--- config.mk ---
export PLATFORM = sky130hd
export DESIGN_NAME = subtrator_serial_flat
export DESIGN_NICKNAME = d
export VERILOG_FILES = /design/src/rtl/subtrator_serial_if.sv /design/src/rtl/subtrator_serial.sv /design/src/flat_wrapper.sv
export SDC_FILE = /design/constraint.sdc
export NUM_CORES = 1
export LEC_CHECK = 0
export ABC_AREA = 0
export CAP_MARGIN = 20
export CORE_MARGIN = 5
export CORE_UTILIZATION = 50
export CTS_BUF_LIST = sky130_fd_sc_hd__clkbuf_8
export DETAILED_ROUTE_END_ITERATION = 8
export GPL_ROUTABILITY_DRIVEN = 0
export HOLD_SLACK_MARGIN = 0.06
export PLACE_DENSITY = 0.85
export SLEW_MARGIN = 5
export SYNTH_ARGS = -nofsm -noshare
export SYNTH_HDL_FRONTEND = slang
export SYNTH_SLANG_ARGS = --single-unit
--- constraint.sdc ---
create_clock -name clk -period 1.8 [get_ports clk]
set_input_delay 0.27 -clock clk [delete_from_list [all_inputs] [get_ports clk]]
set_output_delay 0.27 -clock clk [all_outputs]
set_load 0.005 [all_outputs]
--- src/rtl/subtrator_serial_if.sv ---
// -----------------------------------------------------------------------------
// subtrator_serial_if
// Handshake and data bundle for the bit-serial subtractor.
//   start  : request, sampled by the subtractor only while busy = 0
//   a, b   : WIDTH-bit minuend / subtrahend, captured on the accepting edge
//   bin    : borrow-in, captured on the accepting edge
//   busy   : subtractor is in RUN or DONE
//   done   : one-cycle pulse, diff/borrow valid
//   diff   : registered difference, held until the next done
//   borrow : registered unsigned borrow-out, held with diff
//   ovf    : signed overflow flag (only when SUBTRATOR_SERIAL_OVF_EN is defined)
// Modports: master = controller side, slave = subtractor side.
// -----------------------------------------------------------------------------
interface subtrator_serial_if #(
   parameter int WIDTH = 8
);
   logic             start;
   logic [WIDTH-1:0] a;
   logic [WIDTH-1:0] b;
   logic             bin;
   logic             busy;
   logic             done;
   logic [WIDTH-1:0] diff;
   logic             borrow;
`ifdef SUBTRATOR_SERIAL_OVF_EN
   logic             ovf;

   modport master (
      output start, a, b, bin,
      input  busy, done, diff, borrow, ovf
   );

   modport slave (
      input  start, a, b, bin,
      output busy, done, diff, borrow, ovf
   );
`else
   modport master (
      output start, a, b, bin,
      input  busy, done, diff, borrow
   );

   modport slave (
      input  start, a, b, bin,
      output busy, done, diff, borrow
   );
`endif
endinterface

--- src/rtl/subtrator_serial.sv ---
// -----------------------------------------------------------------------------
// subtrator_serial
// Bit-serial subtractor: diff = (a - b - bin) mod 2^WIDTH, one bit per clock,
// LSB first, through a single full-subtractor cell and a registered borrow.
// An operation takes WIDTH RUN cycles plus one DONE cycle; the next request
// can be accepted one cycle after DONE (one operation per WIDTH+2 cycles).
//
// Ports:
//   clk  : rising-edge clock
//   rst  : synchronous, active-high reset
//   bus  : subtrator_serial_if.slave (start/a/b/bin in, busy/done/diff/
//          borrow[/ovf] out; all outputs registered)
//
// Optional feature: define SUBTRATOR_SERIAL_OVF_EN to add the signed overflow
// flag bus.ovf, registered together with diff.
// -----------------------------------------------------------------------------
module subtrator_serial #(
   parameter int WIDTH = 8
) (
   input  logic                clk,
   input  logic                rst,
   subtrator_serial_if.slave   bus
);

   localparam int CW = $clog2(WIDTH + 1);

   localparam logic [1:0] IDLE = 2'd0;
   localparam logic [1:0] RUN  = 2'd1;
   localparam logic [1:0] DONE = 2'd2;

   logic [1:0]       state;
   logic [WIDTH-1:0] a_sr;
   logic [WIDTH-1:0] b_sr;
   logic [WIDTH-1:0] res_sr;
   logic             br;
   logic [CW-1:0]    cnt;

   logic             busy_q;
   logic             done_q;
   logic [WIDTH-1:0] diff_q;
   logic             borrow_q;
`ifdef SUBTRATOR_SERIAL_OVF_EN
   logic             ovf_q;
`endif

   // Full-subtractor cell on bit 0 of the operand shift registers.
   logic             a0;
   logic             b0;
   logic             d;
   logic             br_next;
   logic [WIDTH-1:0] res_next;
   logic             last;

   assign a0      = a_sr[0];
   assign b0      = b_sr[0];
   assign d       = a0 ^ b0 ^ br;
   assign br_next = (~a0 & b0) | (~(a0 ^ b0) & br);

   // New bit enters at the MSB; written via a widened shift so WIDTH=1 works.
   assign res_next = WIDTH'({d, res_sr} >> 1);

   // Counter holds the number of bits already processed.
   assign last = (cnt == CW'(WIDTH - 1));

   // NOTE: sequential state uses non-blocking assignments only, so every
   // register here sees the pre-edge values of the others; reset is sampled
   // synchronously and clears every register, including the shift registers.
   always_ff @(posedge clk) begin
      if (rst) begin
         state    <= IDLE;
         a_sr     <= '0;
         b_sr     <= '0;
         res_sr   <= '0;
         br       <= 1'b0;
         cnt      <= '0;
         busy_q   <= 1'b0;
         done_q   <= 1'b0;
         diff_q   <= '0;
         borrow_q <= 1'b0;
`ifdef SUBTRATOR_SERIAL_OVF_EN
         ovf_q    <= 1'b0;
`endif
      end else begin
         case (state)
            IDLE: begin
               done_q <= 1'b0;
               if (bus.start) begin
                  a_sr   <= bus.a;
                  b_sr   <= bus.b;
                  br     <= bus.bin;
                  res_sr <= '0;
                  cnt    <= '0;
                  busy_q <= 1'b1;
                  state  <= RUN;
               end
            end

            RUN: begin
               a_sr   <= a_sr >> 1;
               b_sr   <= b_sr >> 1;
               br     <= br_next;
               res_sr <= res_next;
               cnt    <= cnt + 1'b1;
               if (last) begin
                  // Results are published only here, on entry to DONE.
                  state    <= DONE;
                  done_q   <= 1'b1;
                  diff_q   <= res_next;
                  borrow_q <= br_next;
`ifdef SUBTRATOR_SERIAL_OVF_EN
                  // On the last step a0/b0 are the operand MSBs and d is the
                  // result MSB, so no extra copy of the captured MSBs is needed.
                  ovf_q    <= (a0 ^ b0) & (d ^ a0);
`endif
               end
            end

            DONE: begin
               done_q <= 1'b0;
               busy_q <= 1'b0;
               state  <= IDLE;
            end

            default: begin
               done_q <= 1'b0;
               busy_q <= 1'b0;
               state  <= IDLE;
            end
         endcase
      end
   end

   assign bus.busy   = busy_q;
   assign bus.done   = done_q;
   assign bus.diff   = diff_q;
   assign bus.borrow = borrow_q;
`ifdef SUBTRATOR_SERIAL_OVF_EN
   assign bus.ovf    = ovf_q;
`endif

endmodule
--- src/flat_wrapper.sv ---
// flat-port wrapper written by rule: the top's interface ports become plain ports
module subtrator_serial_flat 
#(
   parameter int WIDTH = 8
)
  (clk, rst, bus_start, bus_a, bus_b, bus_bin, bus_busy, bus_done, bus_diff, bus_borrow);
  subtrator_serial_if #(.WIDTH(WIDTH)) bus_i ();
  input  logic clk;
  input  logic rst;
  input wire logic [$bits(bus_i.start)-1:0] bus_start;
  input wire logic [$bits(bus_i.a)-1:0] bus_a;
  input wire logic [$bits(bus_i.b)-1:0] bus_b;
  input wire logic [$bits(bus_i.bin)-1:0] bus_bin;
  output wire logic [$bits(bus_i.busy)-1:0] bus_busy;
  output wire logic [$bits(bus_i.done)-1:0] bus_done;
  output wire logic [$bits(bus_i.diff)-1:0] bus_diff;
  output wire logic [$bits(bus_i.borrow)-1:0] bus_borrow;
  assign bus_i.start = bus_start;
  assign bus_i.a = bus_a;
  assign bus_i.b = bus_b;
  assign bus_i.bin = bus_bin;
  assign bus_busy = bus_i.busy;
  assign bus_done = bus_i.done;
  assign bus_diff = bus_i.diff;
  assign bus_borrow = bus_i.borrow;
  subtrator_serial #(.WIDTH(WIDTH)) u_core (.clk(clk), .rst(rst), .bus(bus_i));
endmodule
==> run summary <==
WP data arrival = 1.78 ns
maximum frequency from static timing analysis = 641 MHz
maximum number of pins on one net before global-route repair = 26
remaining max-slew budget at the tightest pin = 67.3%
sequential element share of the synthesized area = 43.5%
worst r2r src = u_core.cnt[0]
setup skew after layout = 0.00250 ns
synthesized netlist net count = 251
number of top-level pins = 31
setup repair after global routing missed its margin = no
FP Rows = 22
clock tree buffer depth = 2
Post-synth top flop = dfxtp_1
Die Outline Area = 5100 µm²
Worst Setup Start Kind = register
initial standard-cell utilization of the core = 51.5%
Die Span Y = 71.4 µm
setup repair bufs after CTS = 0
Avg Synthesized Cell Area = 8.24 µm²
fin crit period = 1.56 ns
Hold/Removal Path Class = reg -> reg
CTS Root Buffer Type = clkbuf_8
number of enable flip-flop cells after synthesis = 0
Crit-path slowest cell = and3b_1
Post-Route WL = 4.39 mm
kind of critical path = reg -> reg
distinct cell type count of the synthesized netlist = 31
TritonCTS buffer count = 5
PnR worst setup slack = 0.240 ns
vias in the first global route = 1627
# DRC = 0
DRT iter0 DRCs = 156
share of async-settable or async-resettable flops after synthesis = 0%
outcome = completed
first-pass GRT wire length = 7.38 mm
length of the first detailed-routing pass in iterations = 4
post-route fraction of the period consumed by the critical path = 86.7%
WL per Instance = 14.3 µm
Util after Layout = 63.7%
clk_lat worst skew = 0.30 ns
number of gates given a new drive strength after cts = 0
Total GRT Usage = 18.1%
die width = 71.4 µm
hold path cells = 2
critical path endpoint = u_core.bus.borrow
power per cell area = 787 nW/µm²
top fanout value on the critical path = 12
critical path startpoint = u_core.cnt[0]
worst vdd rail ir drop = 0.504 mV
cts-stage hold buffer count = 0
antenna-violating nets left = 0
number of nets in the finished design = 279
fraction of layout instances using a drive strength above 1 = 14.7%
Critical Path, Cell by Cell = ha_1 > and3b_1 > a21oi_1 > a311oi_2
LEAKAGE = 0.000880 µW
area of the core = 3660 µm²
number of warnings issued by yosys = 0
number of failing setup endpoints in the final timing report = 0
WHS = 0.488 ns
TritonCTS clock tree = done
total of buffers placed on input and output ports = 30
terminus of the critical flop-to-flop path = u_core.bus.borrow
count of max-cap constraint violations = 0
Setup Total Neg Slack = 0 ns
number of synthesized register bits = 41
signed area change from the synthesized netlist to the final layout = 23.5%
Worst EP required = 2.01 ns
Worst R2R Path Depth = 4
vias post-DR = 1710
total gr overflow = 0
number of antenna violations at the first check in global routing = 0
final-report hold violation count = 0
Num Clock Sinks = 41
Worst Setup End Kind = register
detailed placer's ending HPWL = 2.93 mm
clock input transition at the sequential cells of the worst setup and hold paths = 0.08 ns
Worst Tran Pin Value = 0.490 ns
# H-tree levels = 2
detail-routed via count per cell = 5.59
CP peak stage delay = 0.49 ns
number of antenna diodes = 0
number of cells produced by synthesis = 229
total standard cell area after synthesis = 1890 µm²
Max Slew Vio Count = 0
worst slack, placed = 0.182 ns
reg2reg setup slack = 0.24 ns
[cell type report]
cell class	count	area (µm²)
Fill cell	330	1330
Multi-Input combinational cell	150	897
Sequential cell	41	821
Timing Repair Buffer	42	403
Clock buffer	5	68.8
Inverter	17	63.8
Tap cell	48	60.1
Clock inverter	3	17.5
[cells by family (layout without fill, tap and decap cells)]
kind of cell | count (synthesis) | in the layout | synth area share (%)
buffers and inverters | 38 | 67 | 8.95
and+or+nand+nor | 67 | 67 | 16.4
AOI/OAI and AO/OA | 80 | 80 | 28.8
adders and majority gates | 2 | 2 | 1.72
muxes | 1 | 1 | 0.531
DFF | 41 | 41 | 43.5
[power breakdown]
part           switching (µW)  internal (µW)
logic                     127            134
registers                32.1            948
clock network             327            268
[flip-flops by register name (all words and copies together) (netlist names)]
signal             count
u_core.cnt             4
u_core.bus.done        1
u_core.a_sr            8
u_core.b_sr            8
u_core.bus.diff        8
u_core.bus.borrow      1
u_core.res_sr          7
u_core.bus.busy        1
u_core.state           2
u_core.br              1
[synth_stat cells, types with 2 or more instances]
cell / n / area share [%]
o221a_2: 14 / 8.4
clkbuf_1: 7 / 1.4
a31oi_1: 2 / 0.66
a22oi_1: 8 / 3.2
o22ai_1: 2 / 0.66
nor2_1: 39 / 7.8
nor3_1: 3 / 0.80
buf_2: 12 / 3.2
nand3_1: 10 / 2.7
inv_1: 17 / 3.4
nand3b_1: 3 / 1.2
dfxtp_1: 41 / 44
nor2b_1: 3 / 0.99
a21oi_1: 41 / 11
o21ai_0: 8 / 2.1
nand2_1: 4 / 0.80
[cells in the final DEF, fill, tap and decap left out]
| master | n |
|---|---|
| or3_1 | 1 |
| nor2_1 | 39 |
| o21bai_1 | 1 |
| and3b_1 | 1 |
| fa_1 | 1 |
| a311oi_2 | 1 |
| nand3b_1 | 3 |
| o2bb2ai_1 | 1 |
| clkinvlp_4 | 1 |
| buf_12 | 1 |
| a22oi_1 | 8 |
| o21ai_0 | 8 |
| nor2b_1 | 3 |
| nand3_1 | 10 |
| a221o_1 | 1 |
| a2111oi_2 | 1 |
| a31oi_1 | 2 |
| nor3_1 | 3 |
| o221a_2 | 14 |
| nand2b_4 | 1 |
| o22ai_1 | 2 |
| or2_2 | 1 |
| inv_1 | 17 |
| buf_4 | 11 |
| ha_1 | 1 |
| clkinv_2 | 2 |
| clkdlybuf4s50_1 | 30 |
| nand2_1 | 4 |
| a21oi_1 | 41 |
| and2b_1 | 1 |
| dfxtp_1 | 41 |
| clkbuf_8 | 5 |
| mux2i_1 | 1 |
[per-layer routing]
metal,track usage (%),routed length (µm),vias to the layer above
met5,0,0,-
met4,7.52,85,0
met3,5.33,219,11
met2,29.4,2130,41
met1,22.3,1950,798
li1,-,-,860
[worst min-delay path by stage]
stage,endpoint,slack [ns],start
after floorplan,u_core.bus.diff[0],0.44,u_core.res_sr[1]
after global placement,u_core.bus.diff[0],0.46,u_core.res_sr[1]
after detailed placement,u_core.bus.diff[5],0.47,u_core.bus.diff[5]
after CTS,u_core.bus.diff[5],0.49,u_core.bus.diff[5]
after global routing,u_core.bus.done,0.51,u_core.bus.done
final,u_core.bus.diff[5],0.49,u_core.bus.diff[5]
[stage by stage]
| stage | instance area [µm²] | std cells | total power, µW |
|---|---|---|---|
| detailed placement | 2240 | 298 | 1260 |
| global route | 2330 | 306 | 1930 |
| floorplan | 1890 | 229 | 1160 |
| CTS | 2330 | 306 | 1840 |
| global placement | 2240 | 298 | 1250 |
| finish | 2330 | 306 | 1840 |
[worst max-delay path, delay by kind of cell (launching register included)]
kind,cells,cell delay (ns)
and+or+nand+nor,1,0.49
AOI/OAI and AO/OA,2,0.39
DFF,1,0.38
adders and majority gates,1,0.22
No activity file was read; power rests on OpenSTA's default activity.
